--- src/rtl/recv_q_if.sv ---
// Handshake bundle for recv_q: serial input controls and the assembled-word outputs.
// The overrun signal exists only when RECV_Q_OVERRUN_EN is defined.
interface recv_q_if #(
    parameter int WIDTH = 3
) ();
    localparam int CW = $clog2(WIDTH + 1);

    logic             start;
    logic             serin;
    logic             shift_en;
    logic             out_ready;
    logic [WIDTH-1:0] q;
    logic             busy;
    logic             valid;
    logic [CW-1:0]    count;
`ifdef RECV_Q_OVERRUN_EN
    logic             overrun;

    modport master (
        output start, serin, shift_en, out_ready,
        input  q, busy, valid, count, overrun
    );
    modport slave (
        input  start, serin, shift_en, out_ready,
        output q, busy, valid, count, overrun
    );
`else
    modport master (
        output start, serin, shift_en, out_ready,
        input  q, busy, valid, count
    );
    modport slave (
        input  start, serin, shift_en, out_ready,
        output q, busy, valid, count
    );
`endif
endinterface

--- src/rtl/recv_q.sv ---
// Serial-to-parallel word receiver (LSB first) with IDLE/COLLECT/FULL handshake.
// Optional sticky overrun flag enabled by defining RECV_Q_OVERRUN_EN.
module recv_q #(
    parameter int WIDTH = 3
) (
    input logic     clk,
    input logic     reset,
    recv_q_if.slave bus
);
    localparam int CW = $clog2(WIDTH + 1);
    localparam logic [CW-1:0] LAST_CNT = CW'(WIDTH - 1);

    typedef enum logic [1:0] {
        IDLE    = 2'd0,
        COLLECT = 2'd1,
        FULL    = 2'd2
    } state_t;

    state_t           state_q, state_d;
    logic [WIDTH-1:0] q_q, q_d;
    logic [CW-1:0]    cnt_q, cnt_d;
`ifdef RECV_Q_OVERRUN_EN
    logic             ov_q, ov_d;
`endif

    always_ff @(posedge clk or negedge reset) begin
        if (!reset) begin
            state_q <= IDLE;
            q_q     <= '0;
            cnt_q   <= '0;
`ifdef RECV_Q_OVERRUN_EN
            ov_q    <= 1'b0;
`endif
        end else begin
            state_q <= state_d;
            q_q     <= q_d;
            cnt_q   <= cnt_d;
`ifdef RECV_Q_OVERRUN_EN
            ov_q    <= ov_d;
`endif
        end
    end

    always_comb begin
        state_d = state_q;
        q_d     = q_q;
        cnt_d   = cnt_q;
`ifdef RECV_Q_OVERRUN_EN
        ov_d    = ov_q;
`endif
        case (state_q)
            IDLE: begin
                if (bus.start) begin
                    state_d = COLLECT;
                    q_d     = '0;
                    cnt_d   = '0;
`ifdef RECV_Q_OVERRUN_EN
                    ov_d    = 1'b0;
`endif
                end
            end
            COLLECT: begin
                // A restart takes priority over a bit arriving on the same edge.
                if (bus.start) begin
                    q_d   = '0;
                    cnt_d = '0;
`ifdef RECV_Q_OVERRUN_EN
                    ov_d  = 1'b0;
`endif
                end else if (bus.shift_en) begin
                    q_d   = {bus.serin, q_q[WIDTH-1:1]};
                    cnt_d = cnt_q + CW'(1);
                    if (cnt_q == LAST_CNT) begin
                        state_d = FULL;
                    end
                end
            end
            FULL: begin
                if (bus.out_ready) begin
                    cnt_d = '0;
                    if (bus.start) begin
                        state_d = COLLECT;
                        q_d     = '0;
`ifdef RECV_Q_OVERRUN_EN
                        ov_d    = 1'b0;
`endif
                    end else begin
                        state_d = IDLE;
                    end
                end else begin
`ifdef RECV_Q_OVERRUN_EN
                    if (bus.shift_en) begin
                        ov_d = 1'b1;
                    end
`endif
                end
            end
            default: begin
                state_d = IDLE;
                q_d     = '0;
                cnt_d   = '0;
            end
        endcase
    end

    assign bus.q     = q_q;
    assign bus.count = cnt_q;
    assign bus.busy  = (state_q == COLLECT);
    assign bus.valid = (state_q == FULL);
`ifdef RECV_Q_OVERRUN_EN
    assign bus.overrun = ov_q;
`endif

endmodule

--- src/flat_wrapper.sv ---
// flat-port wrapper written by rule: the top's interface ports become plain ports
module recv_q_flat 
#(
    parameter int WIDTH = 3
)
  (clk, reset, bus_start, bus_serin, bus_shift_en, bus_out_ready, bus_q, bus_busy, bus_valid, bus_count);
  recv_q_if #(.WIDTH(WIDTH)) bus_i ();
  input logic clk;
  input logic reset;
  input wire logic [$bits(bus_i.start)-1:0] bus_start;
  input wire logic [$bits(bus_i.serin)-1:0] bus_serin;
  input wire logic [$bits(bus_i.shift_en)-1:0] bus_shift_en;
  input wire logic [$bits(bus_i.out_ready)-1:0] bus_out_ready;
  output wire logic [$bits(bus_i.q)-1:0] bus_q;
  output wire logic [$bits(bus_i.busy)-1:0] bus_busy;
  output wire logic [$bits(bus_i.valid)-1:0] bus_valid;
  output wire logic [$bits(bus_i.count)-1:0] bus_count;
  assign bus_i.start = bus_start;
  assign bus_i.serin = bus_serin;
  assign bus_i.shift_en = bus_shift_en;
  assign bus_i.out_ready = bus_out_ready;
  assign bus_q = bus_i.q;
  assign bus_busy = bus_i.busy;
  assign bus_valid = bus_i.valid;
  assign bus_count = bus_i.count;
  recv_q #(.WIDTH(WIDTH)) u_core (.clk(clk), .reset(reset), .bus(bus_i));
endmodule
--- config.mk ---
export PLATFORM = sky130hd
export DESIGN_NAME = recv_q_flat
export DESIGN_NICKNAME = d
export VERILOG_FILES = /design/src/rtl/recv_q_if.sv /design/src/rtl/recv_q.sv /design/src/flat_wrapper.sv
export SDC_FILE = /design/constraint.sdc
export NUM_CORES = 1
export LEC_CHECK = 0
export ABC_AREA = 1
export BUFFER_PORTS_ARGS = -buffer_cell sky130_fd_sc_hd__buf_4
export CAP_MARGIN = 10
export CORE_AREA = 2 2 39 41
export DETAILED_ROUTE_END_ITERATION = 12
export DIE_AREA = 0 0 41 43
export GPL_ROUTABILITY_DRIVEN = 1
export HOLD_SLACK_MARGIN = 0.05
export SYNTH_ARGS = -nofsm -noshare
export SYNTH_HDL_FRONTEND = slang
export SYNTH_SLANG_ARGS = --single-unit
--- constraint.sdc ---
create_clock -name clk -period 1.45 [get_ports clk]
set_clock_uncertainty 0.1 [all_clocks]
set_input_delay 0.435 -clock clk [delete_from_list [all_inputs] [get_ports clk]]
set_output_delay 0.435 -clock clk [all_outputs]
set_load 0.02 [all_outputs]
==> impl_metrics.ini <==
[status]
status = finished with violations
violations = negative setup slack

[timing]
fin_crit_ns = 1.46
finalWorstSetupSlack_ns = -0.00917
max_slew_margin = 0.870
finalHoldViolCount = 0
finalMaxSlewViolations = 0
tns_ns = -0.0136
rsz0062_at_grt = yes
tightest_slew_ns = 0.195
period_share = 1.01
max_freq_mhz = 685
setup_viol = 2

[logic_synthesis]
ys_ff_latch = 7
synthTopCellsByArea = dfrtp_1 (40%), nand2_1 (14%), nand4_1 (8.5%), nor2_1 (5.9%), nand3_2 (4.5%)
synth.net_count = 61
yosys.area.top_type = dfrtp_1
ys_warn_count = 0
syn_area_um2 = 442
synth_seq_area_share = 0.397
synth.avg_cell_area_um2 = 8.18
yosys.area.top_type_share = 0.397
yosysUniqueCellTypes = 16
synthCells = 54

[pwr]
p_per_area_nw_per_um2 = 1460
vdd_ir_drop_max_mv = 0.722
p_leak_uw = 0.000390

[drt]
totalWireLength_mm = 1.03
first_iter_violations = 9
via_per_inst = 4.80
ant_nets = 0
wire_per_inst_um = 11.0
first_pass_iters = 3
routed.top_layer = met4
wl_met3_um = 67
drc = 0
dr_wl_met2_um = 509
vias = 451
wirelength_met1_um = 445

[grt]
grt_usage = 0.142
grt_pass1_vias = 378
antenna_found_initial = 0
grt_max_degree = 10
grt_pass1_wl_mm = 1.59
gr-total-overflow = 0

[die]
dieArea_um2 = 1760
rows = 14
ios = 13
die_w_um = 41
core_area_um2 = 1380
initial_core_util = 0.319
die_h_um = 43

[clock_network]
htree_levels = 1
path_clk_slew_ns = 0.05
worstSkewPairLatency_ns = 0.25
cts_buffer_depth = 2
cts_sinks = 7
cts_tree = done
cts_made_buffers = 3
cts-root-buf = clkbuf_4

[placement]
finalWeightedCongestion = 0.759
port-buffer-count = 12
dp_cells = 83
dp_hpwl_um = 687

[cells_and_area]
area_delta_synth_final_pct = 46.2
diodes = 0
drive_gt1_frac = 0.410
register_area_um2 = 176
fillers = 143
stdcell_count = 94
multi_input_area_um2 = 244
nNetsFinal = 86

[run]
drv_cap = 0

[critical_path]
critPathArrivalTime_ns = 0.92
path_max_fanout = 3
end_kind = primary output
cp-start-kind = register
worstPathRequired_ns = 0.92
worstSetupPathType = reg -> out

[worst_hold_path]
hold_class = in -> reg
-- registers in the layout (all words and copies together) (netlist names) --
register	flops
u_core.bus.count	2
u_core.state_q	2
u_core.bus.q	3
-- logic make-up after synthesis --
family,after synthesis,synth area share
AOI/OAI and AO/OA,2,0.0283
buffers and inverters,6,0.0510
adders and majority gates,1,0.0283
DFF,7,0.397
and+or+nand+nor,38,0.496
-- area by class of cell --
class,instances,share of cell area
well taps,16,0.0310
multi-input cells,41,0.378
repair buffers,20,0.242
inverters,6,0.0349
clock buffers,4,0.0407
flip-flops and latches,7,0.273
-- per-layer routing --
| layer | vias to the layer above | GRT usage |
|---|---|---|
| met4 | 0 | 0.0600 |
| met3 | 2 | 0.0942 |
| met1 | 212 | 0.155 |
| li1 | 228 | - |
| met2 | 9 | 0.206 |
| met5 | - | 0 |
-- final timing paths --
| check | start | endpoint | slack [ns] | cells past startpoint |
|---|---|---|---|---|
| max | u_core.state_q[1] | bus_valid | -0.009 | 3 |
| min | bus_start | u_core.state_q[0] | 0.36 | 3 |
| max reg2reg | u_core.state_q[1] | u_core.bus.q[1] | 0.19 | 6 |
| min reg2reg | u_core.bus.q[0] | u_core.bus.q[0] | 0.38 | 2 |
| max in group asynchronous | reset | u_core.state_q[1] | 0.68 | 2 |
| min in group asynchronous | reset | u_core.bus.q[2] | 0.44 | 2 |
-- worst max-delay path, cell delays in order (launching register included) --
cell	delay, ns
dfrtp_2	0.43
inv_2	0.06
nor2_1	0.03
buf_4	0.15
-- cell usage in the layout (no fill, tap or decap) --
cell | Yosys | final
ha_1 | 1 | 1
buf_6 | 0 | 1
dlygate4sd3_1 | 0 | 1
o21ai_1 | 1 | 1
nand3_4 | 1 | 1
inv_2 | 2 | 2
nand3b_4 | 1 | 1
nand2_1 | 17 | 17
nand4_1 | 6 | 6
nand3_1 | 1 | 1
o211ai_1 | 1 | 1
nand2_4 | 1 | 1
dfrtp_2 | 0 | 1
nand2_2 | 1 | 1
buf_4 | 0 | 18
nor2_4 | 1 | 1
nor2_1 | 7 | 7
inv_1 | 4 | 4
nand3_2 | 2 | 2
clkbuf_4 | 0 | 3
clkbuf_1 | 0 | 1
dfrtp_1 | 7 | 6
-- synth_stat cells (all sizes together) --
cell type   n
nand3       4
nand4       6
ha          1
nand3b      1
inv         6
nand2      19
o211ai      1
nor2        8
o21ai       1
dfrtp       7
-- what timing repair did --
item | 4_1_cts | 5_1_grt
resized for setup | 2 | 0
gates cloned | 0 | 0
setup endpoints to repair | 2 | 2
pin swaps | 1 | 1
hold endpoints to repair | 7 | 0
hold buffers | 1 | 0
setup buffers | 5 | 1
-- per-stage QoR --
stage	hold slack, ns	worst slack, ns	util	instance area [um^2]	total power [uW]
floorplan	0.0394	0.108	-	442	558
global placement	0.155	0.144	0.404	559	691
detailed placement	0.156	0.137	0.404	559	695
CTS	0.351	-0.0199	0.461	638	949
global route	0.369	-0.0555	0.467	646	1020
finish	0.355	-0.00917	0.467	646	942
-- report_power, final --
group	total (uW)	switching [uW]	internal (uW)
Combinational	483	270	213
Clock	175	69.7	105
Sequential	285	39.0	246
Total	942	379	563
Power figures use the tool's default switching activity.
